<file path="src/rtl/mcu_cmd_pkg.sv">
// Shared definitions for the MCU downlink command scheduler.
// Contents:
//   - downlink nibble encodings for idle and the four broadcast commands
//   - the legal range of coincidence codes
//   - CTRL opcodes and register word offsets
//   - the scheduler state enum
//   - small helper functions
package mcu_cmd_pkg;

  // Downlink nibble encodings, decoded on the rocstar side.
  localparam logic [3:0] NIB_IDLE = 4'h0;
  localparam logic [3:0] NIB_SYNC = 4'hA;
  localparam logic [3:0] NIB_SAVE = 4'hB;
  localparam logic [3:0] NIB_RUN  = 4'hC;
  localparam logic [3:0] NIB_STOP = 4'hD;

  // Coincidence codes must stay below the command space.
  localparam logic [3:0] CODE_MIN = 4'h1;
  localparam logic [3:0] CODE_MAX = 4'h7;

  // CTRL opcodes, in bits [2:0] of a CTRL write.
  localparam logic [2:0] OP_SYNC = 3'd1;
  localparam logic [2:0] OP_SAVE = 3'd2;
  localparam logic [2:0] OP_RUN  = 3'd3;
  localparam logic [2:0] OP_STOP = 3'd4;
  localparam logic [2:0] OP_SEQ  = 3'd5;

  // Register word offsets from BASE_ADDR.
  localparam logic [1:0] REG_CTRL   = 2'd0;
  localparam logic [1:0] REG_MASK   = 2'd1;
  localparam logic [1:0] REG_GAP    = 2'd2;
  localparam logic [1:0] REG_STATUS = 2'd3;

  // Register reset values.
  localparam logic [7:0]  MASK_RST = 8'hFF;
  localparam logic [15:0] GAP_RST  = 16'd100;

  // Scheduler states; the encoding is visible in STATUS[4:2].
  typedef enum logic [2:0] {
    ST_IDLE = 3'd0,
    ST_ARM  = 3'd1,
    ST_GAP  = 3'd2,
    ST_ARM2 = 3'd3
  } sched_state_e;

  function automatic logic op_is_valid(input logic [2:0] op);
    return (op >= OP_SYNC) && (op <= OP_SEQ);
  endfunction

  // Nibble sent in the first issue of an operation.
  // A sequence opens with SYNC.
  function automatic logic [3:0] op_first_nibble(input logic [2:0] op);
    logic [3:0] nib;
    case (op)
      OP_SYNC: nib = NIB_SYNC;
      OP_SAVE: nib = NIB_SAVE;
      OP_RUN:  nib = NIB_RUN;
      OP_STOP: nib = NIB_STOP;
      OP_SEQ:  nib = NIB_SYNC;
      default: nib = NIB_IDLE;
    endcase
    return nib;
  endfunction

  function automatic logic [3:0] popcount8(input logic [7:0] v);
    logic [3:0] n;
    n = 4'd0;
    for (int i = 0; i < 8; i++) begin
      n = n + {3'd0, v[i]};
    end
    return n;
  endfunction

endpackage

</file>
<file path="src/rtl/mcu_lane_mux.sv">
// One downlink lane.
// Registers the nibble that drives one MCU-to-rocstar link. The nibble is
// chosen in priority order:
//   1. the broadcast command nibble;
//   2. the lane's coincidence code, only when it lies inside CODE_MIN..CODE_MAX;
//   3. IDLE otherwise.
// A corrupt or out-of-range code can therefore never look like a command.
// Ports:
//   clk, rst   : system clock, synchronous active-high reset
//   i_valid    : coincidence result present on this lane this cycle
//   i_code     : 4-bit coincidence code
//   i_cmd_en   : drive the command nibble on the next edge
//   i_cmd_nib  : command nibble to broadcast
//   o_nib      : registered downlink nibble
module mcu_lane_mux
  import mcu_cmd_pkg::*;
(
  input  logic       clk,
  input  logic       rst,
  input  logic       i_valid,
  input  logic [3:0] i_code,
  input  logic       i_cmd_en,
  input  logic [3:0] i_cmd_nib,
  output logic [3:0] o_nib
);

  logic       w_code_legal;
  logic [3:0] w_next_nib;
  logic [3:0] r_nib;

  assign w_code_legal = (i_code >= CODE_MIN) && (i_code <= CODE_MAX);

  always_comb begin
    w_next_nib = NIB_IDLE;
    if (i_cmd_en) begin
      w_next_nib = i_cmd_nib;
    end else if (i_valid && w_code_legal) begin
      w_next_nib = i_code;
    end
  end

  always_ff @(posedge clk) begin
    if (rst) begin
      r_nib <= NIB_IDLE;
    end else begin
      r_nib <= w_next_nib;
    end
  end

  assign o_nib = r_nib;

endmodule

</file>
<file path="src/rtl/mcu_cmd_scheduler.sv">
// MCU downlink command scheduler.
//
// Owns the eight MCU-to-rocstar downlink nibbles (A1..A4, B1..B4).
// Each link normally carries its coincidence code. The scheduler breaks in
// with SYNC, SAVE, RUN or STOP broadcasts on the lanes selected by MASK.
// SEQ issues SYNC, waits GAP cycles, then issues SAVE. This lets every
// masked board zero and latch its clkcnt on the same edge.
//
// A command goes out atomically, on all masked lanes on one edge. It waits
// for every masked lane to be free of coincidence traffic. After MAX_DEFER
// cycles of waiting it goes out anyway and overwrites that traffic. Each
// overwritten code is counted in drop_cnt.
//
// Bus protocol:
//   - A transfer is qualified by bstrobe, which is high for one cycle.
//   - With bwr high it is a write; it is accepted on that clock edge
//     with no back-pressure.
//   - Reads need no strobe: brddata is a combinational function of baddr.
//   - brddata is 0 outside BASE_ADDR..BASE_ADDR+3, so mcu_logic can OR the
//     read-data sources together.
//
// Register map:
//   +0 CTRL   (write-only) bits[2:0]: 1=SYNC 2=SAVE 3=RUN 4=STOP 5=SEQ
//   +1 MASK   [7:0], lane enable for broadcasts
//   +2 GAP    [15:0], cycles between SYNC and SAVE; 0 acts as 1
//   +3 STATUS {drop_cnt[7:0], 3'b0, state[2:0], seq_done, busy}
//
// Ports:
//   clk, rst          : 100 MHz clock, synchronous active-high reset
//   baddr, bwrdata    : bus address / write data
//   bwr, bstrobe      : write qualifier / one-cycle access strobe
//   brddata           : read data
//   coinc_valid[7:0]  : per-link coincidence present (bit0=A1 .. bit7=B4)
//   coinc_code[31:0]  : per-link 4-bit code, nibble i for link i
//   link_out[31:0]    : registered downlink nibbles, nibble i for link i
//   busy              : an operation is in progress
module mcu_cmd_scheduler
  import mcu_cmd_pkg::*;
#(
  parameter logic [15:0] BASE_ADDR = 16'h0040,
  parameter int unsigned MAX_DEFER = 8
) (
  input  logic        clk,
  input  logic        rst,
  input  logic [15:0] baddr,
  input  logic [15:0] bwrdata,
  input  logic        bwr,
  input  logic        bstrobe,
  output logic [15:0] brddata,
  input  logic [7:0]  coinc_valid,
  input  logic [31:0] coinc_code,
  output logic [31:0] link_out,
  output logic        busy
);

  localparam int DEFER_W = (MAX_DEFER == 0) ? 1 : $clog2(MAX_DEFER + 1);

  // State and registers.
  sched_state_e        r_state;
  sched_state_e        w_next_state;
  logic [2:0]          r_op;
  logic [7:0]          r_mask;
  logic [15:0]         r_gap;
  logic [15:0]         r_gap_cnt;
  logic [DEFER_W-1:0]  r_defer;
  logic [7:0]          r_drop_cnt;
  logic                r_seq_done;
  // Set in the cycle the command nibble is on the links. This keeps busy
  // high until the broadcast has actually left.
  logic                r_issue_q;

  // Bus decode.
  logic [15:0] w_off;
  logic        w_hit;
  logic [1:0]  w_reg;
  logic        w_wr;
  logic        w_ctrl_start;
  logic        w_busy;
  logic [15:0] w_status;
  logic [15:0] w_rddata;

  // Issue logic.
  logic [7:0]  w_masked_active;
  logic        w_issue_ok;
  logic        w_issue;
  logic [3:0]  w_cmd_nib;
  logic        w_set_seq_done;
  logic [15:0] w_gap_eff;
  logic [3:0]  w_drop_inc;
  logic [8:0]  w_drop_sum;

  // The subtraction wraps, so addresses below BASE_ADDR miss as well.
  assign w_off = baddr - BASE_ADDR;
  assign w_hit = (w_off[15:2] == 14'd0);
  assign w_reg = w_off[1:0];
  assign w_wr  = bwr & bstrobe & w_hit;

  assign w_busy       = (r_state != ST_IDLE) | r_issue_q;
  assign w_ctrl_start = w_wr & (w_reg == REG_CTRL) & op_is_valid(bwrdata[2:0]) & ~w_busy;

  assign w_masked_active = r_mask & coinc_valid;
  assign w_issue_ok      = (w_masked_active == 8'h00) || (r_defer == DEFER_W'(MAX_DEFER));
  assign w_gap_eff       = (r_gap == 16'd0) ? 16'd1 : r_gap;

  // Next-state logic and the outputs of the issue logic.
  always_comb begin
    w_next_state   = r_state;
    w_issue        = 1'b0;
    w_cmd_nib      = NIB_IDLE;
    w_set_seq_done = 1'b0;
    case (r_state)
      ST_IDLE: begin
        if (w_ctrl_start) begin
          w_next_state = ST_ARM;
        end
      end
      ST_ARM: begin
        w_cmd_nib = op_first_nibble(r_op);
        if (w_issue_ok) begin
          w_issue      = 1'b1;
          w_next_state = (r_op == OP_SEQ) ? ST_GAP : ST_IDLE;
        end
      end
      ST_GAP: begin
        // Counter starts at 0 on entry, so GAP takes w_gap_eff cycles.
        if (r_gap_cnt >= (w_gap_eff - 16'd1)) begin
          w_next_state = ST_ARM2;
        end
      end
      ST_ARM2: begin
        w_cmd_nib = NIB_SAVE;
        if (w_issue_ok) begin
          w_issue        = 1'b1;
          w_set_seq_done = 1'b1;
          w_next_state   = ST_IDLE;
        end
      end
      default: begin
        w_next_state = ST_IDLE;
      end
    endcase
  end

  always_ff @(posedge clk) begin
    if (rst) begin
      r_state <= ST_IDLE;
    end else begin
      r_state <= w_next_state;
    end
  end

  // The defer counter restarts on every state change. That covers entry to
  // ARM and to ARM2.
  always_ff @(posedge clk) begin
    if (rst) begin
      r_defer <= '0;
    end else if (r_state != w_next_state) begin
      r_defer <= '0;
    end else if (((r_state == ST_ARM) || (r_state == ST_ARM2)) && !w_issue_ok) begin
      r_defer <= r_defer + DEFER_W'(1);
    end
  end

  always_ff @(posedge clk) begin
    if (rst || (r_state != ST_GAP)) begin
      r_gap_cnt <= 16'd0;
    end else begin
      r_gap_cnt <= r_gap_cnt + 16'd1;
    end
  end

  always_ff @(posedge clk) begin
    if (rst) begin
      r_op <= 3'd0;
    end else if (w_ctrl_start) begin
      r_op <= bwrdata[2:0];
    end
  end

  always_ff @(posedge clk) begin
    if (rst) begin
      r_mask <= MASK_RST;
      r_gap  <= GAP_RST;
    end else if (w_wr) begin
      if (w_reg == REG_MASK) begin
        r_mask <= bwrdata[7:0];
      end
      if (w_reg == REG_GAP) begin
        r_gap <= bwrdata;
      end
    end
  end

  // Masked lanes that carried a code in the issue cycle lose it.
  assign w_drop_inc = popcount8(w_masked_active);
  assign w_drop_sum = {1'b0, r_drop_cnt} + {5'd0, w_drop_inc};

  always_ff @(posedge clk) begin
    if (rst) begin
      r_drop_cnt <= 8'd0;
    end else if (w_issue) begin
      r_drop_cnt <= w_drop_sum[8] ? 8'hFF : w_drop_sum[7:0];
    end
  end

  always_ff @(posedge clk) begin
    if (rst) begin
      r_seq_done <= 1'b0;
      r_issue_q  <= 1'b0;
    end else begin
      r_issue_q <= w_issue;
      if (w_ctrl_start) begin
        r_seq_done <= 1'b0;
      end else if (w_set_seq_done) begin
        r_seq_done <= 1'b1;
      end
    end
  end

  // Read path.
  assign w_status = {r_drop_cnt, 3'b000, r_state, r_seq_done, w_busy};

  always_comb begin
    w_rddata = 16'h0000;
    if (w_hit) begin
      case (w_reg)
        REG_MASK:   w_rddata = {8'h00, r_mask};
        REG_GAP:    w_rddata = r_gap;
        REG_STATUS: w_rddata = w_status;
        default:    w_rddata = 16'h0000;
      endcase
    end
  end

  assign brddata = w_rddata;
  assign busy    = w_busy;

  // Lanes.
  for (genvar g = 0; g < 8; g++) begin : g_lane
    mcu_lane_mux u_lane (
      .clk       (clk),
      .rst       (rst),
      .i_valid   (coinc_valid[g]),
      .i_code    (coinc_code[4*g +: 4]),
      .i_cmd_en  (w_issue & r_mask[g]),
      .i_cmd_nib (w_cmd_nib),
      .o_nib     (link_out[4*g +: 4])
    );
  end

endmodule

</file>
<file path="config.mk">
export PLATFORM = sky130hd
export DESIGN_NAME = mcu_cmd_scheduler
export DESIGN_NICKNAME = d
export VERILOG_FILES = /design/src/rtl/mcu_cmd_pkg.sv /design/src/rtl/mcu_lane_mux.sv /design/src/rtl/mcu_cmd_scheduler.sv
export SDC_FILE = /design/constraint.sdc
export NUM_CORES = 1
export LEC_CHECK = 0
export CAP_MARGIN = 15
export CORE_MARGIN = 2
export CORE_UTILIZATION = 53
export DETAILED_ROUTE_END_ITERATION = 12
export PLACE_DENSITY = 0.85
export REMOVE_ABC_BUFFERS = 1
export SYNTH_ARGS = -nofsm -noshare
export SYNTH_HDL_FRONTEND = slang
export SYNTH_SLANG_ARGS = --single-unit
</file>
<file path="constraint.sdc">
create_clock -name clk -period 11.7 [get_ports clk]
set_input_delay 2.34 -clock clk [delete_from_list [all_inputs] [get_ports clk]]
set_output_delay 2.34 -clock clk [all_outputs]
set_load 0.03 [all_outputs]
</file>
==> results <==
- Dividing the detail-routed via count by the number of cells gives 5.80.
- The number of CTS-inserted buffers is 9.
- Once the floorplan was initialized, standard cells occupied 54.0% of the core.
- The synthesized design contains 92 register bits.
- The floorplan core area is 0.00915 sq mm.
- In this run the tightest slew margin relative to its limit is 28.0%.
- At the end of the flow, the number of nets in the layout was 777.
- The non-filler instance count after layout is 786.
- Based on the critical path, the design can be clocked at up to 135 MHz.
- The fraction of the yosys area taken by sequential cells is 37.3%.
- The count of nets left with antenna violations once routing finished came out at 0.
- On the critical path, the stage with the largest delay is an instance of clkdlybuf4s50_1.
- The number of setup violations in the final report is 0.
- The most repeated library cell on the critical path is clkdlybuf4s50_1.
- Gates resized during post-CTS repair numbered 0.
- The mean instance size in the synthesized netlist is 9.00 sq um.
- The total buffers and inverters traversed by the critical path is 2.
- The detailed router finished its first iteration with 216 violations.
- The overall fraction of global-route tracks in use is 25.8%.
- At the worst endpoint, the arrival time is 5050 ps.
- The root buffer cell is clkbuf_8.
- Leaving out fill and tap cells, the most frequent cells in the layout are clkdlybuf4s50_1, dfxtp_1, nor2_1.
- Summing all multi-input logic gate instances after layout gives 0.00295 sq mm.
- The share of flip-flops with an asynchronous set or reset is 0%.
- The via total after detailed routing is 4555.
- After clock tree synthesis, the flow added hold-fix buffers numbering 0.
- The number of enable-type register cells in the synthesized netlist is 0.
- The number of placed cells counting well taps is 770.
- In the finished design, the share of the clock period the worst path needs comes to 63.1%.
- Once placement finished, the instance area stood at 0.00628 sq mm.
- In this design, the stage delay of the slowest critical-path cell is 830 ps.
- Traced cell by cell, the critical path runs through clkdlybuf4s50_1, nor2b_1, a22oi_1, nor2_1, clkdlybuf4s50_1.
- The first TritonRoute pass finished after 5 iterations.
- Data on the critical path is required at its endpoint by 9360 ps.
- Setup repair after global routing left no endpoint under its margin.
- The total number of H-tree levels is 3.
- TritonCTS built the clock tree.
- Clock latency on the worst-skew pair, taken at its later pin, is 370 ps.
- The setup TNS is 0 ps.
- The power density relative to cell area is 91.2 mW/mm^2.
- The cell family contributing the most delay on the critical path is buffers and inverters.
- The shortest period the worst path allows is 7390 ps.
- The via count of the first global-routing pass is 4453.
- Along the worst path, the maximum fanout reaches 17.
- During placement, the flow inserted port buffers numbering 124.
- Counting every instance in the synthesized netlist gives 549.
- The final hold violation count was 0.
- After filler insertion, the fill cell instance count of the layout stands at 707.
- The max-slew violation count is 0.
- Power comes to 590 uW.
- Registers take 0.00184 sq mm.
- The clock net in this run drives a total of 92 sinks.
- The final weighted congestion in routability-driven placement is 0.847.
- The post-route netlist has 5.33% of its cells at a drive strength greater than 1.
- Clock skew on the completed layout was measured at 14.1 ps.
- Once the clock tree was built, the setup fixing pass inserted 0 buffers.
- The startpoint kind of the worst setup timing path is an input port.
- Measured along the y axis, the die boundary spans 101 um.
- The flow ran to the end, and the final reports show no timing, DRC or antenna violations.
- The horizontal extent of the die is 101 um.
- The first global-routing pass estimated 20.8 mm of wire.
- The total congestion overflow is 0.
- The post-route DRC violation count is 0.
- In the final routed layout, each cell accounts on average for 16.7 um.
- The number of antenna diodes in the final layout is 0.
- The worst hold slack after final layout is 478 ps.
- The leading register cell type out of synthesis is dfxtp_1.
- The clock slew seen by the registers of the worst setup and hold paths is 100 ps.
- The die footprint is 0.0101 sq mm.
- The path class of the tightest hold or removal check is reg2reg.
- Entering global routing, the biggest net connects 51 pins.
- The analysis attributes to cell leakage a power of 2.51 nW.
- The peak supply drop is 0.0508 mV.
- For this design the top-level I/O count stands at 125.
- The number of antenna violations at the first check in global routing is 0.
- Cells fill 70.6% of the core in the end.
- At the placement stage, the worst setup path has a slack of 4390 ps.
- The count of max-cap constraint violations is 0.
- The routed design has 13.1 mm of wire.
- The detailed placer's ending HPWL is 10.1 mm.
- The area added between synthesis and finish is 30.9%.
- The number of cell rows is 35.
- The number of unique standard cell types used by synthesis is 56.
- The setup path with the least slack is of type in2out.
- The number of buffers on the longest clock path is 2.
- The worst setup path is captured at an output port.
- The smallest setup slack after layout is 4310 ps.
- The synthesized netlist occupies a cell area of 0.00494 sq mm.
- The slew at the pin closest to its max-slew limit is 1080 ps.
- The Yosys warning count is 0.
- The library cell used most frequently in the layout, excluding fill and tap cells, is clkdlybuf4s50_1.
- The final standard cell area without fillers is 0.00647 sq mm.
-- synthesized netlist by cell type (8+ instances only) --
| cell type | instances | area, sq um |
|---|---|---|
| nor2b_1 | 21 | 131 |
| clkbuf_1 | 15 | 56.3 |
| dfxtp_1 | 92 | 1840 |
| nand2_1 | 49 | 184 |
| ha_1 | 26 | 325 |
| or3_1 | 8 | 50.1 |
| and3_1 | 14 | 87.6 |
| xnor2_1 | 14 | 123 |
| nor3_1 | 14 | 70.1 |
| nor3b_1 | 10 | 75.1 |
| a22oi_1 | 8 | 60.1 |
| a21oi_1 | 23 | 115 |
| nor2_1 | 57 | 214 |
| nand3_1 | 14 | 70.1 |
| inv_1 | 20 | 75.1 |
| mux2i_1 | 50 | 500 |
| a211o_1 | 11 | 96.3 |
| xor2_1 | 10 | 87.6 |
| o21ai_0 | 10 | 50.1 |
-- sequential cells by signal (all words and copies together), names as in the netlist --
name / flops
r_drop_cnt: 8
r_seq_done: 1
r_mask: 8
r_gap: 16
g_lane.u_lane.o_nib: 32
r_issue_q: 1
r_gap_cnt: 16
r_state: 3
r_op: 3
r_defer: 4
-- power breakdown --
group          switching (mW)  leakage [nW]  internal (mW)  total (mW)
Sequential           0.000879         0.744          0.315       0.316
Clock                   0.122        0.0925         0.0804       0.202
Combinational          0.0318          1.67         0.0397      0.0715
-- logic make-up after synthesis --
group                    synth area share, %
AND/OR/NAND/NOR                         22.9
XOR/XNOR                                4.26
buffers and inverters                   3.01
flip-flops                              37.3
adder cells (fa/ha/maj)                 8.61
other                                 0.0759
AO/OA/AOI/OAI                           12.6
multiplexers                            11.3
-- path summary, 6_finish.rpt --
| check | startpoint | to | slack [ps] | cells after the start |
|---|---|---|---|---|
| worst max-delay path | baddr[0] | brddata[7] | 4310 | 5 |
| worst max register to register | r_mask[0] | r_drop_cnt[6] | 7440 | 14 |
| worst min register to register | r_gap_cnt[0] | r_gap_cnt[0] | 480 | 1 |
| worst min-delay path | r_gap_cnt[0] | r_gap_cnt[0] | 480 | 1 |
-- area by class of cell --
cell class	count	share of cell area, %
Multi-Input combinational cell	418	45.6
Sequential cell	92	28.5
Timing Repair Buffer	129	19.7
Tap cell	111	2.15
Clock buffer	9	1.92
Inverter	20	1.16
Clock inverter	7	0.987
-- routing by layer --
metal  share of wire, %  up-vias  track usage [%]  wire length (um)
met5                  0        -                0                 0
met4                2.1        0             9.38               277
met3                5.2       23             3.54               679
met2                 50      131             45.1              6610
met1                 42     2204             32.6              5570
li1                   -     2197                -                 -
No activity file was read; power rests on OpenSTA's default activity.
